File: config.mk
export PLATFORM = sky130hd
export DESIGN_NAME = ldtu_encoder
export DESIGN_NICKNAME = d
export VERILOG_FILES = /design/src/rtl/ldtu_encoder.sv
export SDC_FILE = /design/constraint.sdc
export NUM_CORES = 1
export LEC_CHECK = 0
export ABC_AREA = 1
export BUFFER_PORTS_ARGS = -buffer_cell sky130_fd_sc_hd__buf_2
export CORE_MARGIN = 2
export CORE_UTILIZATION = 50
export CTS_BUF_LIST = sky130_fd_sc_hd__clkbuf_8 sky130_fd_sc_hd__clkbuf_16
export CTS_CLUSTER_SIZE = 8
export DETAILED_ROUTE_END_ITERATION = 12
export GPL_TIMING_DRIVEN = 1
export HOLD_SLACK_MARGIN = 0.15
export PLACE_DENSITY_LB_ADDON = 0.2
export SETUP_SLACK_MARGIN = 0.02
export SYNTH_ARGS = -nofsm -noshare
export SYNTH_HDL_FRONTEND = slang
export SYNTH_SLANG_ARGS = --single-unit
File: constraint.sdc
create_clock -name CLK -period 2.5 [get_ports CLK]
set_input_delay 0.5 -clock CLK [delete_from_list [all_inputs] [get_ports CLK]]
set_output_delay 0.5 -clock CLK [all_outputs]
set_load 0.01 [all_outputs]
File: src/rtl/ldtu_encoder.sv
// LiTe-DTU encoder: packs baseline (6-bit) and signal (13-bit) samples into 32-bit words.
// Optional word counter is enabled by defining LDTU_ENC_WCNT_EN.
module ldtu_encoder (
   input  logic        CLK,
   input  logic        reset_,
   input  logic [12:0] DATA_in,
   input  logic        baseline_flag,
   input  logic        enable,
   input  logic        flush,
   output logic [31:0] DATA_32,
   output logic        data_valid,
   output logic [15:0] word_count
);

   typedef enum logic [2:0] {
      EMPTY = 3'd0,
      BASE1 = 3'd1,
      BASE2 = 3'd2,
      BASE3 = 3'd3,
      BASE4 = 3'd4,
      SIG   = 3'd5
   } state_t;

   state_t      state, state_nxt;
   logic [23:0] base_buf, base_buf_nxt;
   logic [12:0] sig_buf, sig_buf_nxt;
   logic        emit;
   logic [31:0] word;
   logic [2:0]  base_cnt;
   logic [4:0]  shift_amt;
   logic [5:0]  sample6;
   logic [31:0] partial_base;
   logic [31:0] partial_sig;

   // Baseline samples pack upwards from bit 0; bits above the fill level stay 0.
   always_comb begin
      state_nxt    = state;
      base_buf_nxt = base_buf;
      sig_buf_nxt  = sig_buf;
      emit         = 1'b0;
      word         = 32'h0;
      sample6      = DATA_in[5:0];

      case (state)
         BASE1:   base_cnt = 3'd1;
         BASE2:   base_cnt = 3'd2;
         BASE3:   base_cnt = 3'd3;
         BASE4:   base_cnt = 3'd4;
         default: base_cnt = 3'd0;
      endcase

      shift_amt    = 5'd6 * {2'b00, base_cnt};
      partial_base = {5'b11010, base_cnt, base_buf};
      partial_sig  = {6'b001011, 13'h0, sig_buf};

      if (flush) begin
         state_nxt    = EMPTY;
         base_buf_nxt = 24'h0;
         sig_buf_nxt  = 13'h0;
         if (state == SIG) begin
            emit = 1'b1;
            word = partial_sig;
         end else if (base_cnt != 3'd0) begin
            emit = 1'b1;
            word = partial_base;
         end
      end else if (enable) begin
         case (state)
            EMPTY: begin
               if (baseline_flag) begin
                  state_nxt    = BASE1;
                  base_buf_nxt = {18'h0, sample6};
               end else begin
                  state_nxt   = SIG;
                  sig_buf_nxt = DATA_in;
               end
            end
            BASE1, BASE2, BASE3, BASE4: begin
               if (baseline_flag) begin
                  if (state == BASE4) begin
                     emit         = 1'b1;
                     word         = {2'b01, sample6, base_buf};
                     state_nxt    = EMPTY;
                     base_buf_nxt = 24'h0;
                  end else begin
                     base_buf_nxt = base_buf | ({18'h0, sample6} << shift_amt);
                     case (state)
                        BASE1:   state_nxt = BASE2;
                        BASE2:   state_nxt = BASE3;
                        default: state_nxt = BASE4;
                     endcase
                  end
               end else begin
                  emit         = 1'b1;
                  word         = partial_base;
                  state_nxt    = SIG;
                  base_buf_nxt = 24'h0;
                  sig_buf_nxt  = DATA_in;
               end
            end
            SIG: begin
               emit = 1'b1;
               if (baseline_flag) begin
                  word         = partial_sig;
                  state_nxt    = BASE1;
                  base_buf_nxt = {18'h0, sample6};
                  sig_buf_nxt  = 13'h0;
               end else begin
                  word        = {6'b001010, DATA_in, sig_buf};
                  state_nxt   = EMPTY;
                  sig_buf_nxt = 13'h0;
               end
            end
            default: begin
               state_nxt    = EMPTY;
               base_buf_nxt = 24'h0;
               sig_buf_nxt  = 13'h0;
            end
         endcase
      end
   end

   // DATA_32 only changes on an emission, so it holds the last word between strobes.
   always_ff @(posedge CLK or negedge reset_) begin
      if (!reset_) begin
         state      <= EMPTY;
         base_buf   <= 24'h0;
         sig_buf    <= 13'h0;
         DATA_32    <= 32'h0;
         data_valid <= 1'b0;
      end else begin
         state      <= state_nxt;
         base_buf   <= base_buf_nxt;
         sig_buf    <= sig_buf_nxt;
         data_valid <= emit;
         if (emit) begin
            DATA_32 <= word;
         end
      end
   end

`ifdef LDTU_ENC_WCNT_EN
   logic [15:0] wcnt;

   always_ff @(posedge CLK or negedge reset_) begin
      if (!reset_) begin
         wcnt <= 16'h0;
      end else if (emit) begin
         wcnt <= wcnt + 16'd1;
      end
   end

   assign word_count = wcnt;
`else
   assign word_count = 16'h0;
`endif

endmodule

==> results of run 1 <==
[layer usage]
layer / part of all wire (%) / up-vias
met5: 0 / -
met4: 1.7 / 0
met3: 6.7 / 20
met2: 45 / 131
met1: 47 / 1726
li1: - / 1829
[cell usage after synthesis]
| cell | n |
|---|---|
| nand3_1 | 50 |
| a31oi_1 | 3 |
| nor2_8 | 1 |
| o311ai_0 | 1 |
| conb_1 | 1 |
| clkinv_1 | 1 |
| o21bai_1 | 1 |
| fa_1 | 1 |
| buf_4 | 17 |
| nand2_1 | 170 |
| inv_1 | 56 |
| nor2_4 | 3 |
| nand2_2 | 4 |
| o21ai_0 | 44 |
| nand3_2 | 2 |
| o21ai_1 | 9 |
| o21ai_2 | 1 |
| nor2_1 | 20 |
| buf_2 | 10 |
| a21boi_0 | 1 |
| o211ai_1 | 17 |
| inv_2 | 7 |
| a21oi_1 | 5 |
| buf_6 | 3 |
| o31ai_1 | 1 |
| clkbuf_1 | 5 |
| a21oi_2 | 2 |
| nand4_1 | 6 |
| o22ai_1 | 16 |
| nand2_4 | 4 |
| ha_1 | 2 |
| clkbuf_2 | 1 |
| dfrtp_1 | 73 |
[path summary, 6_finish.rpt]
kind                       cells after the start        start      endpoint
max                                           10     state[0]   base_buf[0]
min                                            1       reset_  base_buf[17]
max reg2reg                                   10     state[0]   base_buf[0]
min reg2reg                                    2  DATA_32[29]   DATA_32[29]
max in group asynchronous                      2       reset_  base_buf[21]
min in group CLK                               3   DATA_in[9]    sig_buf[9]
[cell families after synthesis]
family	after synthesis	synth area share (%)
adder cells (fa/ha/maj)	3	1.10
AO/OA/AOI/OAI	101	14.5
other	1	0.0917
buffers and inverters	100	11.6
flip-flops	73	44.7
AND/OR/NAND/NOR	260	28.0
[metrics by stage]
step	hold WS [ns]	util, %	power [mW]
finish	0.146	59.0	2.88
global route	0.196	59.0	3.03
CTS	0.159	58.9	2.90
detailed placement	0.461	56.4	1.97
global placement	0.451	56.4	1.96
floorplan	0.204	-	1.76
[power by group]
group | internal [mW] | total, mW | switching [mW]
registers | 1.27 | 1.32 | 0.0473
clock network | 0.460 | 0.932 | 0.472
logic | 0.198 | 0.633 | 0.434
[flip-flops by register name (all words and copies together), names as in the netlist]
| register | cells |
|---|---|
| DATA_32 | 32 |
| base_buf | 24 |
| data_valid | 1 |
| sig_buf | 13 |
| state | 3 |
[critical path, stage by stage, from the launching register on]
cell and delay [ns]:
dfrtp_1 0.56, inv_1 0.10, nor2_1 0.16, ha_1 0.22
fa_1 0.41, buf_4 0.20, nor2_1 0.18, a21oi_1 0.09
o21ai_1 0.12, nand2_1 0.06, nand2_1 0.08
[layout make-up]
class	instances	area, sq um	area share (%)
tap	102	128	2.77
multi-input combinational	380	1850	40.2
clock buffer	9	124	2.69
timing repair buffer	64	368	7.99
sequential	73	1830	39.7
clock inverter	7	70.1	1.52
inverter	64	240	5.22
==> out/metrics.cfg, run 1 <==
[global_route]
grt_first_pass_wirelength_mm = 17.8
grtUsageMet2_pct = 40.2
overflow = 0
antenna_found_initial = 0
grt_max_degree = 50
grt_most_used_layer = met2
grtUsageMet3_pct = 5.91
grt_pass1_vias = 3513
grtUsageMet1_pct = 37.0
grt_usage_pct = 26.0

[drt]
detail-route-antenna-nets = 0
vias = 3706
vias_per_cell = 5.30
drt-pass1-iter-count = 5
drcViolationCount = 0
dr.first_iter.drc_count = 195
wl_per_cell_um = 15.5
wirelength_mm = 10.8

[worst_hold_path]
hp-class = primary input to async pin

[timing]
setup_violations = 0
finalHoldViolations = 0
tns_ns = 0
fin_crit_ns = 2.22
layout_setup_ws_ns = 0.281
rsz0062_at_grt = no
fmax_mhz = 451
clock_skew_ns = 0.00931
period_share_pct = 88.7
report.final.slew_viol_count = 0
worstMarginPinSlew_ns = 0.617
max_slew_margin_pct = 58.9

[finish]
area_delta_synth_final_pct = 12.6
final_nets = 613
fillCellCount = 783
layout_common_cells = nand2_1 (169), dfrtp_1 (73), inv_1 (56)
antennaDiodeCount = 0
drive_gt1_share_pct = 17.8
final_area_sq_mm = 0.00461
layout.cells.non_filler = 699
final_common_cell = nand2_1

[worst_setup_path]
r2r_slack_ns = 0.28
start_kind = flop
worst_ep_required_time_ns = 2.80
crit_arrival_ns = 2.52
worst_setup_path_end_kind = flop
worstPathMaxFanout = 12
worst-setup-path-type = flop to flop

[floorplan]
die_h_um = 94.4
dieArea_sq_mm = 0.00892
rows = 32
start_util_pct = 52.4
dieWidth_um = 94.4
pin_count = 67
core_region_area_sq_mm = 0.00781

[cts]
cts_tree = yes
numClockSinks = 73
htreeDepth = 3
clk_path_buf_depth = 2
postCtsSetupRepairBufs = 0
cts_made_buffers = 9
clk_latency_ns = 0.36
cts_root_buffer = clkbuf_8
ctsHoldBuffers = 0
cts-resized-gates = 0
clk_pin_slew_ns = 0.08

[synth]
synth_area_per_cell_sq_um = 7.60
synthCells = 538
ys_top_cells_by_area = dfrtp_1 (45%), nand2_1 (16%), nand3_1 (6.1%)
ys_ff_latch = 73
synth_top_area_share_pct = 44.7
yosys.area.top_type = dfrtp_1
synth.distinct_cells = 33
yosys_warnings = 0
synth-seq-area-share_pct = 44.7
syn_area_sq_mm = 0.00409

[place]
dp.cells = 683
gp_congestion = 0.959
port_buffers = 50
dp_hpwl_mm = 8.02
place_area_sq_mm = 0.00441
pre_cts_slack_ns = 0.244

[flow_run]
max-cap-violations = 0

[power_and_ir_drop]
max-vdd-ir-drop_mv = 0.255
power.density_mw_per_mm2 = 625
p_leak_nw = 2.40

[status]
status = completed

(Power assumes the default switching activity.)
==> run 2, diff against run 1 <==
--- a/config.mk
+++ b/config.mk
@@ -7,7 +7,6 @@
 export LEC_CHECK = 0
 export ABC_AREA = 1
 export BUFFER_PORTS_ARGS = -buffer_cell sky130_fd_sc_hd__buf_2
-export CORE_MARGIN = 2
 export CORE_UTILIZATION = 50
 export CTS_BUF_LIST = sky130_fd_sc_hd__clkbuf_8 sky130_fd_sc_hd__clkbuf_16
 export CTS_CLUSTER_SIZE = 8
==> constraint.sdc (replaced) <==
create_clock -name CLK -period 2.5 [get_ports CLK]
set_input_delay 0 -clock CLK [delete_from_list [all_inputs] [get_ports CLK]]
set_output_delay 0 -clock CLK [all_outputs]
set_load 0.01 [all_outputs]
==> run 2 against run 1 <==
Compared with the run above:
- flip-flop and latch count stayed put
- non-clock buffer count is 18 higher
- sequential share of layout area is 1.9 points lower
- die area is 4.2% lower
- register-to-register slack worse by 0.09 ns
- worst hold slack better by 0.11 ns
- combinational power is 5.7% higher
==> out/metrics.cfg, run 2 (synthesis results as in run 1) <==
[global_route]
overflow = 0  ; unchanged
grt_first_pass_wirelength_mm = 19.0  ; was 17.8 mm
grtUsageMet3_pct = 5.09  ; was 5.91%
grt_most_used_layer = met2  ; unchanged
grt_max_degree = 42  ; was 50
grt_usage_pct = 28.9  ; was 26.0%
grtUsageMet1_pct = 40.4  ; was 37.0%
grt_pass1_vias = 3752  ; was 3,513
grtUsageMet2_pct = 45.1  ; was 40.2%
antenna_found_initial = 0  ; unchanged

[floorplan]
start_util_pct = 52.4  ; unchanged
dieWidth_um = 92.4  ; was 94.4 um
dieArea_sq_mm = 0.00855  ; was 0.00892 sq mm
pin_count = 67  ; unchanged
die_h_um = 92.4  ; was 94.4 um
rows = 32  ; unchanged
core_region_area_sq_mm = 0.00781  ; unchanged

[finish]
final_nets = 631  ; was 613
final_core_util_pct = 62.0  ; was 59.0%
antennaDiodeCount = 0  ; unchanged
drive_gt1_share_pct = 17.2  ; was 17.8%
layout_common_cells = nand2_1 (170), dfrtp_1 (71), inv_1 (56)  ; was nand2_1 (169), dfrtp_1 (73), inv_1 (56)
top_regs = DATA_32 x32, base_buf x24, sig_buf x13  ; unchanged
largest_register_ffs = 32  ; unchanged
final_common_cell = nand2_1  ; unchanged
top_register = DATA_32  ; unchanged
area_delta_synth_final_pct = 18.3  ; was 12.6%

[cts]
clk_latency_ns = 0.36  ; about the same
clk_pin_slew_ns = 0.09  ; was 0.08 ns
cts_root_buffer = clkbuf_8  ; unchanged
htreeDepth = 3  ; unchanged
numClockSinks = 73  ; unchanged
cts_made_buffers = 9  ; unchanged
clk_path_buf_depth = 2  ; unchanged
cts_tree = yes  ; unchanged

[power_and_ir_drop]
power.density_mw_per_mm2 = 653  ; was 625 mW/mm^2
max-vdd-ir-drop_mv = 0.298  ; was 0.255 mV
p_leak_nw = 2.50  ; was 2.40 nW

[worst_setup_path]
worstPathMaxFanout = 7  ; was 12
start_kind = flop  ; unchanged
worst_setup_path_end_kind = flop  ; unchanged
worst_ep_required_time_ns = 2.79  ; was 2.80 ns
crit_arrival_ns = 2.60  ; was 2.52 ns
worst-setup-path-type = flop to flop  ; unchanged

[drt]
wl_per_cell_um = 15.8  ; was 15.5 um
detail-route-antenna-nets = 0  ; unchanged
vias_per_cell = 5.39  ; was 5.30
wirelength_mm = 11.3  ; was 10.8 mm
vias = 3864  ; was 3,706
drt-pass1-iter-count = 6  ; was 5
drcViolationCount = 0  ; unchanged
dr.first_iter.drc_count = 229  ; was 195

[timing]
clock_skew_ns = 0.0127  ; was 0.00931 ns
finalHoldViolations = 0  ; unchanged
tns_ns = 0  ; unchanged
max_slew_margin_pct = 34.3  ; was 58.9%
fin_crit_ns = 2.31  ; was 2.22 ns
worstMarginPinSlew_ns = 0.986  ; was 0.617 ns
layout_setup_ws_ns = 0.190  ; was 0.281 ns
period_share_pct = 92.4  ; was 88.7%
rsz0062_at_grt = no  ; unchanged
fmax_mhz = 433  ; was 451 MHz
hold_slack_ns = 0.258  ; was 0.146 ns
report.final.slew_viol_count = 0  ; unchanged
setup_violations = 0  ; unchanged

[place]
port_buffers = 50  ; unchanged
pre_cts_slack_ns = 0.259  ; was 0.244 ns
gp_congestion = 0.968  ; was 0.959
dp_hpwl_mm = 8.13  ; was 8.02 mm

[flow_run]
max-cap-violations = 0  ; unchanged

[status]
status = completed  ; unchanged

[worst_hold_path]
hp-class = primary input to async pin  ; unchanged

==> run 2: cell types whose count changed in the layout (fill, tap and decap cells not counted) <==
cell,delta
inv_8,+1
nand2_1,+1
dfrtp_1,-2
nor2_2,-1
nand2_2,-1
nor2_1,+1
dlygate4sd3_1,+18
dfrtp_2,+2
bufinv_16,+2
clkinv_2,-3
==> run 2: layout make-up <==
class / count / area (sq um)
clock buffer: 9 / 124
clock inverter: 7 / 126
fill: 737 / 2970
inverter: 64 / 240
multi-input combinational: 380 / 1840
sequential: 73 / 1830
tap: 102 / 128
timing repair buffer: 82 / 548
==> run 2: critical path, cell delays in order, from the launching register on <==
cell,delay (ns)
dfrtp_2,0.47
nor2_1,0.16
buf_4,0.16
inv_1,0.04
ha_1,0.19
a21oi_1,0.21
a21oi_2,0.08
nand2_4,0.11
nor2_1,0.05
a31oi_1,0.16
dlygate4sd3_1,0.61
==> run 2: path summary, 6_finish.rpt <==
kind / startpoint / endpoint / slack, ns / cells past startpoint
setup reg to reg: state[2] / DATA_32[25] / 0.19 / 10
min in group CLK: DATA_in[9] / sig_buf[9] / 0.45 / 4
hold reg to reg: DATA_32[3] / DATA_32[3] / 0.48 / 2
setup / recovery: state[2] / DATA_32[25] / 0.19 / 10
hold / removal: reset_ / sig_buf[2] / 0.26 / 2
max in group asynchronous: reset_ / DATA_32[20] / 1.55 / 3
==> run 2: where the power goes <==
| group | internal [mW] | leakage [nW] | total (mW) | switching (mW) |
|---|---|---|---|---|
| clock | 0.675 | 0.122 | 1.17 | 0.498 |
| sequential | 1.27 | 0.983 | 1.32 | 0.0485 |
| combinational | 0.222 | 1.39 | 0.669 | 0.447 |
| total | 2.17 | 2.50 | 3.16 | 0.993 |
==> run 2: per-stage QoR <==
stage	cell area [sq um]	instances	power (mW)
after floorplan	4150	553	1.76
after global placement	4410	683	1.96
after detailed placement	4410	683	1.97
after CTS	4840	717	3.17
after global routing	4840	717	3.31
final	4840	717	3.16
==> run 2: what timing repair did <==
item	in CTS	in global routing
resized for setup	0	2
endpoints found under the setup margin	0	2
buffers inserted	0	1
hold buffers	18	0
hold endpoints to repair	63	0
==> run 2: layer usage <==
metal | part of all wire [%] | vias to the layer above
met5 | 0 | -
met4 | 2.1 | 0
met3 | 6.8 | 25
met2 | 46 | 164
met1 | 45 | 1810
li1 | - | 1865
